File: config.mk
export PLATFORM = sky130hd
export DESIGN_NAME = divider_result_corrector
export DESIGN_NICKNAME = d
export VERILOG_FILES = /design/src/rtl/divider_result_corrector.sv
export SDC_FILE = /design/constraint.sdc
export NUM_CORES = 1
export LEC_CHECK = 0
export BUFFER_PORTS_ARGS = -buffer_cell sky130_fd_sc_hd__buf_4
export CAP_MARGIN = 20
export CORE_MARGIN = 2
export CORE_UTILIZATION = 60
export CTS_BUF_LIST = sky130_fd_sc_hd__clkbuf_2
export CTS_CLUSTER_SIZE = 10
export DETAILED_ROUTE_END_ITERATION = 10
export PLACE_DENSITY_LB_ADDON = 0.05
export SETUP_SLACK_MARGIN = 0.1
export SYNTH_ARGS = -nofsm -noshare
export SYNTH_HDL_FRONTEND = slang
export SYNTH_SLANG_ARGS = --single-unit
File: constraint.sdc
create_clock -name CLK -period 4.07 [get_ports CLK]
set_input_delay 0.814 -clock CLK [delete_from_list [all_inputs] [get_ports CLK]]
set_output_delay 0.814 -clock CLK [all_outputs]
set_load 0.01 [all_outputs]
File: src/rtl/divider_result_corrector.sv
// divider_result_corrector
//   Post-processing stage for the non-restoring signed divider. Takes the raw
//   quotient/remainder, whose signs are not normalised, together with the
//   original operands, and produces canonical results satisfying
//   N = Q*D + R with |R| < |D|.
//   Default build: truncating division, R is zero or has the sign of N.
//   Optional macro DIVCORR_FLOOR_EN: floored division, R is zero or has the sign of D.
//   The divide-by-zero output is the same in both builds.
//
// Ports
//   CLK, SRST           clock, synchronous active-high reset
//   CE                  clock enable; all state holds while low
//   in_valid, in_ready  input handshake (one transaction in flight, no buffering)
//   QUOT_IN, REM_IN     raw divider quotient / remainder
//   NUM_IN, DEN_IN      original numerator / denominator
//   ERR_IN              divider divide-by-zero flag
//   out_valid, out_ready output handshake
//   QUOT_OUT, REM_OUT   corrected quotient / remainder (held while stalled)
//   err_out             divide-by-zero or correction-limit fault
module divider_result_corrector #(
  parameter int WORD_WIDTH = 10
) (
  input  logic                  CLK,
  input  logic                  SRST,
  input  logic                  CE,
  input  logic                  in_valid,
  output logic                  in_ready,
  input  logic [WORD_WIDTH-1:0] QUOT_IN,
  input  logic [WORD_WIDTH-1:0] REM_IN,
  input  logic [WORD_WIDTH-1:0] NUM_IN,
  input  logic [WORD_WIDTH-1:0] DEN_IN,
  input  logic                  ERR_IN,
  output logic                  out_valid,
  input  logic                  out_ready,
  output logic [WORD_WIDTH-1:0] QUOT_OUT,
  output logic [WORD_WIDTH-1:0] REM_OUT,
  output logic                  err_out
);

  localparam int IW = WORD_WIDTH + 1;

  typedef enum logic [1:0] {S_IDLE, S_CHECK, S_ADJ, S_OUT} state_t;

  state_t                state_q;
  logic [IW-1:0]         q_q, r_q, d_q;
  logic [1:0]            adj_cnt_q;
  logic                  fix_up_q, fix_dn_q;
  logic                  in_ready_q, out_valid_q, err_q;
  logic [WORD_WIDTH-1:0] quot_q, rem_q;
  logic                  fix_up_d, fix_dn_d;
  logic                  r_nz, r_neg, d_neg;
`ifndef DIVCORR_FLOOR_EN
  // Only the numerator's sign takes part in the correction decision.
  logic                  n_neg_q;
`endif

  function automatic logic [IW-1:0] sext(input logic [WORD_WIDTH-1:0] x);
    return {x[WORD_WIDTH-1], x};
  endfunction

  always_comb begin
    r_nz  = (r_q != '0);
    r_neg = r_q[IW-1];
    d_neg = d_q[IW-1];
`ifdef DIVCORR_FLOOR_EN
    fix_up_d = (r_q == d_q);
    fix_dn_d = r_nz && (r_neg != d_neg);
`else
    fix_up_d = (r_nz && (r_neg != n_neg_q) && (r_neg == d_neg)) || (r_q == d_q);
    fix_dn_d = (r_nz && (r_neg != n_neg_q) && (r_neg != d_neg)) || (r_q == (-d_q));
`endif
  end

  always_ff @(posedge CLK) begin
    if (SRST) begin
      state_q     <= S_IDLE;
      q_q         <= '0;
      r_q         <= '0;
      d_q         <= '0;
`ifndef DIVCORR_FLOOR_EN
      n_neg_q     <= 1'b0;
`endif
      adj_cnt_q   <= '0;
      fix_up_q    <= 1'b0;
      fix_dn_q    <= 1'b0;
      in_ready_q  <= 1'b0;
      out_valid_q <= 1'b0;
      err_q       <= 1'b0;
      quot_q      <= '0;
      rem_q       <= '0;
    end else if (CE) begin
      case (state_q)
        S_IDLE: begin
          in_ready_q <= 1'b1;
          if (in_valid && in_ready_q) begin
            in_ready_q <= 1'b0;
            adj_cnt_q  <= '0;
            d_q        <= sext(DEN_IN);
`ifndef DIVCORR_FLOOR_EN
            n_neg_q    <= NUM_IN[WORD_WIDTH-1];
`endif
            if (ERR_IN) begin
              q_q         <= '1;
              r_q         <= sext(NUM_IN);
              quot_q      <= '1;
              rem_q       <= NUM_IN;
              err_q       <= 1'b1;
              out_valid_q <= 1'b1;
              state_q     <= S_OUT;
            end else begin
              q_q     <= sext(QUOT_IN);
              r_q     <= sext(REM_IN);
              err_q   <= 1'b0;
              state_q <= S_CHECK;
            end
          end
        end
        S_CHECK: begin
          fix_up_q <= fix_up_d;
          fix_dn_q <= fix_dn_d;
          if (!fix_up_d && !fix_dn_d) begin
            quot_q      <= q_q[WORD_WIDTH-1:0];
            rem_q       <= r_q[WORD_WIDTH-1:0];
            out_valid_q <= 1'b1;
            state_q     <= S_OUT;
          end else if (adj_cnt_q == 2'd2) begin
            // A consistent raw result never needs a third adjust.
            quot_q      <= q_q[WORD_WIDTH-1:0];
            rem_q       <= r_q[WORD_WIDTH-1:0];
            err_q       <= 1'b1;
            out_valid_q <= 1'b1;
            state_q     <= S_OUT;
          end else begin
            state_q <= S_ADJ;
          end
        end
        S_ADJ: begin
          if (fix_up_q) begin
            q_q <= q_q + 1'b1;
            r_q <= r_q - d_q;
          end else if (fix_dn_q) begin
            q_q <= q_q - 1'b1;
            r_q <= r_q + d_q;
          end
          adj_cnt_q <= adj_cnt_q + 2'd1;
          state_q   <= S_CHECK;
        end
        S_OUT: begin
          if (out_ready) begin
            out_valid_q <= 1'b0;
            in_ready_q  <= 1'b1;
            state_q     <= S_IDLE;
          end
        end
        default: state_q <= S_IDLE;
      endcase
    end
  end

  assign in_ready  = in_ready_q;
  assign out_valid = out_valid_q;
  assign QUOT_OUT  = quot_q;
  assign REM_OUT   = rem_q;
  assign err_out   = err_q;

endmodule

Yosys cells after proc, flatten, opt, wreduce, memory -nomap -nowiden
Index checks and enable logic that the tools add are counted.
Widths: inputs -> output; s select.
- flip-flop bits (word level): 62
- bits of input ports: 46
- output and inout bits: 23
- logic and storage cells: 100
- $add $sub $neg: 6
- equal/unequal tests: 16
- multiplexer cells: 41
- reduce and logical (&&, ||, !) cells: 24
- operator list (operator ; number):
    $mux 11 ; 8
    $mux 10 ; 8
    $pmux 11 s2 ; 2
    $pmux 10 s2 ; 2
    $eq 11x11->1 ; 2
    $mux 1 ; 12
    $reduce_and 3->1 ; 4
    $add 11x1->11 const B ; 1
    $add 11x11->11 ; 1
    $neg 11->11 ; 1
    $reduce_bool 11->1 ; 1
    $sub 11x1->11 const B ; 1
    $sub 11x11->11 ; 1
    $ne 2x2->1 const B ; 5
    $reduce_and 5->1 ; 2
    $mux 2 ; 4
    $pmux 2 s4 ; 1
    $eq 2x2->1 const B ; 3
    $ne 3x3->1 const B ; 2
    $reduce_and 6->1 ; 1
    $reduce_bool 2->1 ; 3
    $logic_and 1x1->1 ; 5
    $pmux 1 s2 ; 2
    $pmux 2 s2 ; 1
    other kinds (11) ; 14

Logic depth before layout (Yosys ltp)
- depth in word-level cells: 8
- gate-level depth with buffers: 10
- gate-level depth less buffers: 10

Worst setup path before layout
No wires, ideal clock.
- kind: register to register
- from: reg fix_up_q
- to: reg q_q[8]
- library setup time: 0.101 ns
- arrival time: 2.796 ns
- data required time: 3.969 ns
- slack: 1.173 ns
- stages on the path, launching flop included: 11
- buffers on the path: 1
- clock period less this slack: 2.897 ns
- cell sequence: dfxtp_1 clkbuf_1 clkinv_1 fa_1 a21o_1 a21oi_1 o21bai_1 a2111oi_0 nor3_1 mux2i_1 o41ai_1
- cells in the longest elaborated chain, start to end: 2
- elaborated cells between the ends (all ways): 4
- classes of those cells: eq/ne: 1; mux: 2; reduce/logical: 1
- ends and longest elaborated chain (element ; line ; text):
    start: declaration ; 47 ; logic fix_up_q, fix_dn_q;
    start signal: assignment ; 119 ; fix_up_q <= fix_up_d;
    $ne 3x3->1 (no source line) / $mux 11 (equally long branches) ; -- ;
    $reduce_and 4->1 (no source line) / $pmux 11 s2 (equally long branches) ; -- ;
    end signal: assignment ; 111 ; q_q <= sext(QUOT_IN);
    end signal: assignment ; 139 ; q_q <= q_q + 1'b1;
    end signal: assignment ; 142 ; q_q <= q_q - 1'b1;
    end: declaration ; 45 ; logic [IW-1:0] q_q, r_q, d_q;
Parallel ways exist; a longest one is shown, timed or not.
A chain may end at the register's enable or synchronous reset.

Final worst setup path
- from: reg d_q[1]
- to: reg rem_q[7] (netlist: REM_OUT[7])
- cells in the longest elaborated chain, start to end: 7
- elaborated cells between the ends (all ways): 12
- classes of those cells: add/sub: 1; eq/ne: 3; mux: 2; reduce/logical: 6
- ends and longest elaborated chain (element ; line ; text):
    start: declaration ; 45 ;
    start signal: assignment ; 98 ; d_q <= sext(DEN_IN);
    $neg 11->11 ; 70 ; fix_dn_d = (r_nz && (r_neg != n_neg_q) && (r_neg != d_neg)) || (r_q == (-d_q));
    $eq 11x11->1 ; 70 ;
    $logic_or 1x1->1 ; 70 ;
    $logic_not 1->1 ; 121 ; if (!fix_up_d && !fix_dn_d) begin
    $logic_and 1x1->1 (*) ; 121 ;
    $ne 3x3->1 (no source line) / $mux 10 (equally long branches) ; -- ;
    $reduce_and 5->1 (no source line) / $pmux 10 s2 (equally long branches) ; -- ;
    end signal: assignment ; 123 ; rem_q <= r_q[WORD_WIDTH-1:0];
    end signal: assignment ; 129 ; rem_q <= r_q[WORD_WIDTH-1:0];
    end: declaration ; 49 ; logic [WORD_WIDTH-1:0] quot_q, rem_q;
Every way passes the cells marked *; elsewhere a longest branch is shown, timed or not.

==> out/qor.yml <==
max_freq_ghz: 0.327
grt_pass1_wl_um: 19700
dp_hpwl_um: 8800
wl_um: 11800
power_mw: 1.39
hold_path_class: "reg2reg"
synthesis.nets: 643
clock_latency_ns: 0.50
syn_inst: 564
fin_crit_ns: 3.06
die_x_um: 90.6
cts_setup_buffers: 0
clock_skew_ns: 0.0210
power_density_mw_per_mm2: 271
dr.pass1.iters: 5
drcViolationCount: 0
cts_tree: "built"
maxSlewHeadroom_pct: 28.9
critPathKind: "reg2reg"
clock_sinks: 61
yosys_most_used_dff: "dfxtp_1"
slew_viol_final: 0
hold_buffers: 0
io_buffer_count: 68
antenna_cells: 0
rsz0062_at_grt: "no"
grt_pass1_vias: 3934
avgRoutedWirePerCell_um: 16.4
ys_async_sr_fraction_pct: 0
htreeDepth: 3
worstPathArrival_ns: 3.45
syn_area_sq_mm: 0.00450
critPathCaptureType: "flip-flop"
postRouteAntennaNets: 0
grt_overflow_total: 0
yosysWarnings: 0
cts_root_buffer: "clkbuf_2"
hold_viol: 0
drt_iter0_drc: 281
vias_per_cell: 5.88
finalCritPeriodShare_pct: 75.1
cts-buffers-inserted: 9
cts-resized-gates: 0
drv_cap: 0
r2r_slack_ns: 1.01
synth_seq_cells: 61
setup-violations-final: 0
antenna_found_initial: 0
globalplace.congestion: 0.947
slowest_stage: "a31o_4"
ctsLongestPathBuffers: 2
drive_gt1_share_pct: 17.4
die_h_um: 90.6
synth_edf_count: 0
path_max_fanout: 21
place_ws_ns: 1.07
grt_start_max_net_pins: 64
status: "completed"
initial_core_util_pct: 62.0
fp-row-count: 31
fin_nets: 693
grt_usage_pct: 29.5
ir_drop_mv: 0.176
io_pins: 69
cts.clk_slew.worst_paths_ns: 0.17
path_cells: "inv_1, ha_1, nor2b_1, a31oi_1, xnor2_1, nand4b_1, o31ai_2, a31o_4, mux2_4"
synth_area_per_cell_sq_um: 7.98
setup_tns_ns: 0
start_kind: "flip-flop"
timing.final.ws_setup_ns: 1.01
core-area_sq_mm: 0.00725
worstMarginPinSlew_ns: 1.06
ys_types: 65
die_area_sq_mm: 0.00821
critPathRequiredTime_ns: 4.47
vias: 4222
crit_buf_inv: 1
power_leakage_nw: 2.24
critPathMaxStageDelay_ns: 0.47
syn2layout_area_growth_pct: 13.6
cp_top_family: "compound AO/OA/AOI/OAI gates"
synth-seq-area-share_pct: 27.1
-- cell families after synthesis --
kind of cell,share of synthesized area (%)
buffers and inverters,5.67
AND/OR/NAND/NOR,20.8
flip-flops,27.1
XOR/XNOR,5.00
multiplexers,10.8
AO/OA/AOI/OAI,20.9
adder cells (fa/ha/maj),9.67
-- sequential cells by signal (all words and copies together), names as in the netlist --
register,count
fix_dn_q,1
fix_up_q,1
QUOT_OUT,10
out_valid,1
q_q,10
state_q,2
err_out,1
d_q,10
n_neg_q,1
in_ready,1
REM_OUT,10
r_q,11
adj_cnt_q,2
-- cell usage after synthesis (2+ instances only) --
library cell,number,area (sq um)
a21o_1,2,15.0
o21ai_1,2,10.0
a31oi_1,7,43.8
o31ai_1,3,22.5
ha_1,30,375
xnor2_1,16,140
a21boi_0,2,15.0
o221ai_1,4,35.0
o21ai_0,27,135
nand2_1,52,195
inv_1,31,116
a211oi_1,9,67.6
nor2b_1,22,138
a2111oi_0,2,17.5
nor2_1,52,195
xor2_1,7,61.3
nor3_1,28,140
buf_1,6,22.5
o21a_1,4,30.0
nand4_1,4,25.0
fa_1,3,60.1
o41ai_1,4,35.0
and4_1,3,26.3
dfxtp_1,61,1220
a21oi_1,55,275
mux2i_1,33,330
mux2_4,9,135
or3_1,4,25.0
o211ai_1,6,45.0
a31o_2,2,17.5
nand3_1,7,35.0
a211o_1,2,17.5
clkbuf_1,25,93.8
o21bai_1,2,15.0
nand2b_1,6,37.5
nor4_1,3,18.8
-- worst register-to-register path, delay by kind of cell, from the launching register on --
family	cells	cell delay, ns
compound gates	3	1.03
xor+xnor	1	0.21
fa+ha+maj	1	0.26
buf+inv	1	0.22
flops	1	0.40
mux	1	0.34
simple gates	2	0.50
-- cell usage in the layout (no fill, tap or decap), types with 6 or more instances in the layout --
cell / instances
buf_4: 72
dfxtp_1: 61
a21oi_1: 55
nand2_1: 52
nor2_1: 52
mux2i_1: 33
inv_1: 31
ha_1: 30
nor3_1: 28
o21ai_0: 27
nor2b_1: 22
xnor2_1: 16
clkbuf_2: 11
mux2_4: 9
a211oi_1: 9
xor2_1: 7
a31oi_1: 7
nand3_1: 7
nand2b_1: 6
o211ai_1: 6
-- worst paths after layout --
path / startpoint / endpoint / cells past startpoint
max: d_q[1]$_SDFFE_PP0P_ / REM_OUT[7]$_SDFFE_PP0P_ / 9
min: QUOT_OUT[3]$_SDFFE_PP0P_ / QUOT_OUT[3]$_SDFFE_PP0P_ / 2
max reg2reg: d_q[1]$_SDFFE_PP0P_ / REM_OUT[7]$_SDFFE_PP0P_ / 9
min reg2reg: QUOT_OUT[3]$_SDFFE_PP0P_ / QUOT_OUT[3]$_SDFFE_PP0P_ / 2
-- report_power, final --
part           switching, mW  internal, mW
clock                  0.234        0.0800
combinational          0.229         0.188
sequential            0.0321         0.624
total                  0.495         0.893
-- routing by layer --
metal	vias up	wire, um	track usage [%]
met4	0	188	9.23
met1	1948	5470	41.1
met3	17	675	4.26
met2	150	5420	47.3
li1	2107	-	-
met5	-	0	0
-- per-stage QoR --
step | cells | cell area [sq um] | util [%] | hold WS, ns
global route | 718 | 5110 | 70.5 | 0.500
detailed placement | 702 | 5030 | 69.3 | 0.453
global placement | 702 | 5030 | 69.3 | 0.448
finish | 718 | 5110 | 70.5 | 0.471
CTS | 718 | 5110 | 70.5 | 0.474
floorplan | 564 | 4500 | - | 0.450
-- cell type report --
cell class / count / area (sq um)
Multi-Input combinational cell: 438 / 3020
Fill cell: 617 / 2140
Sequential cell: 61 / 1220
Timing Repair Buffer: 72 / 541
Tap cell: 99 / 124
Inverter: 32 / 120
Clock buffer: 11 / 55.1
Clock inverter: 5 / 27.5
Note: power is estimated with default switching activity, not from simulation.
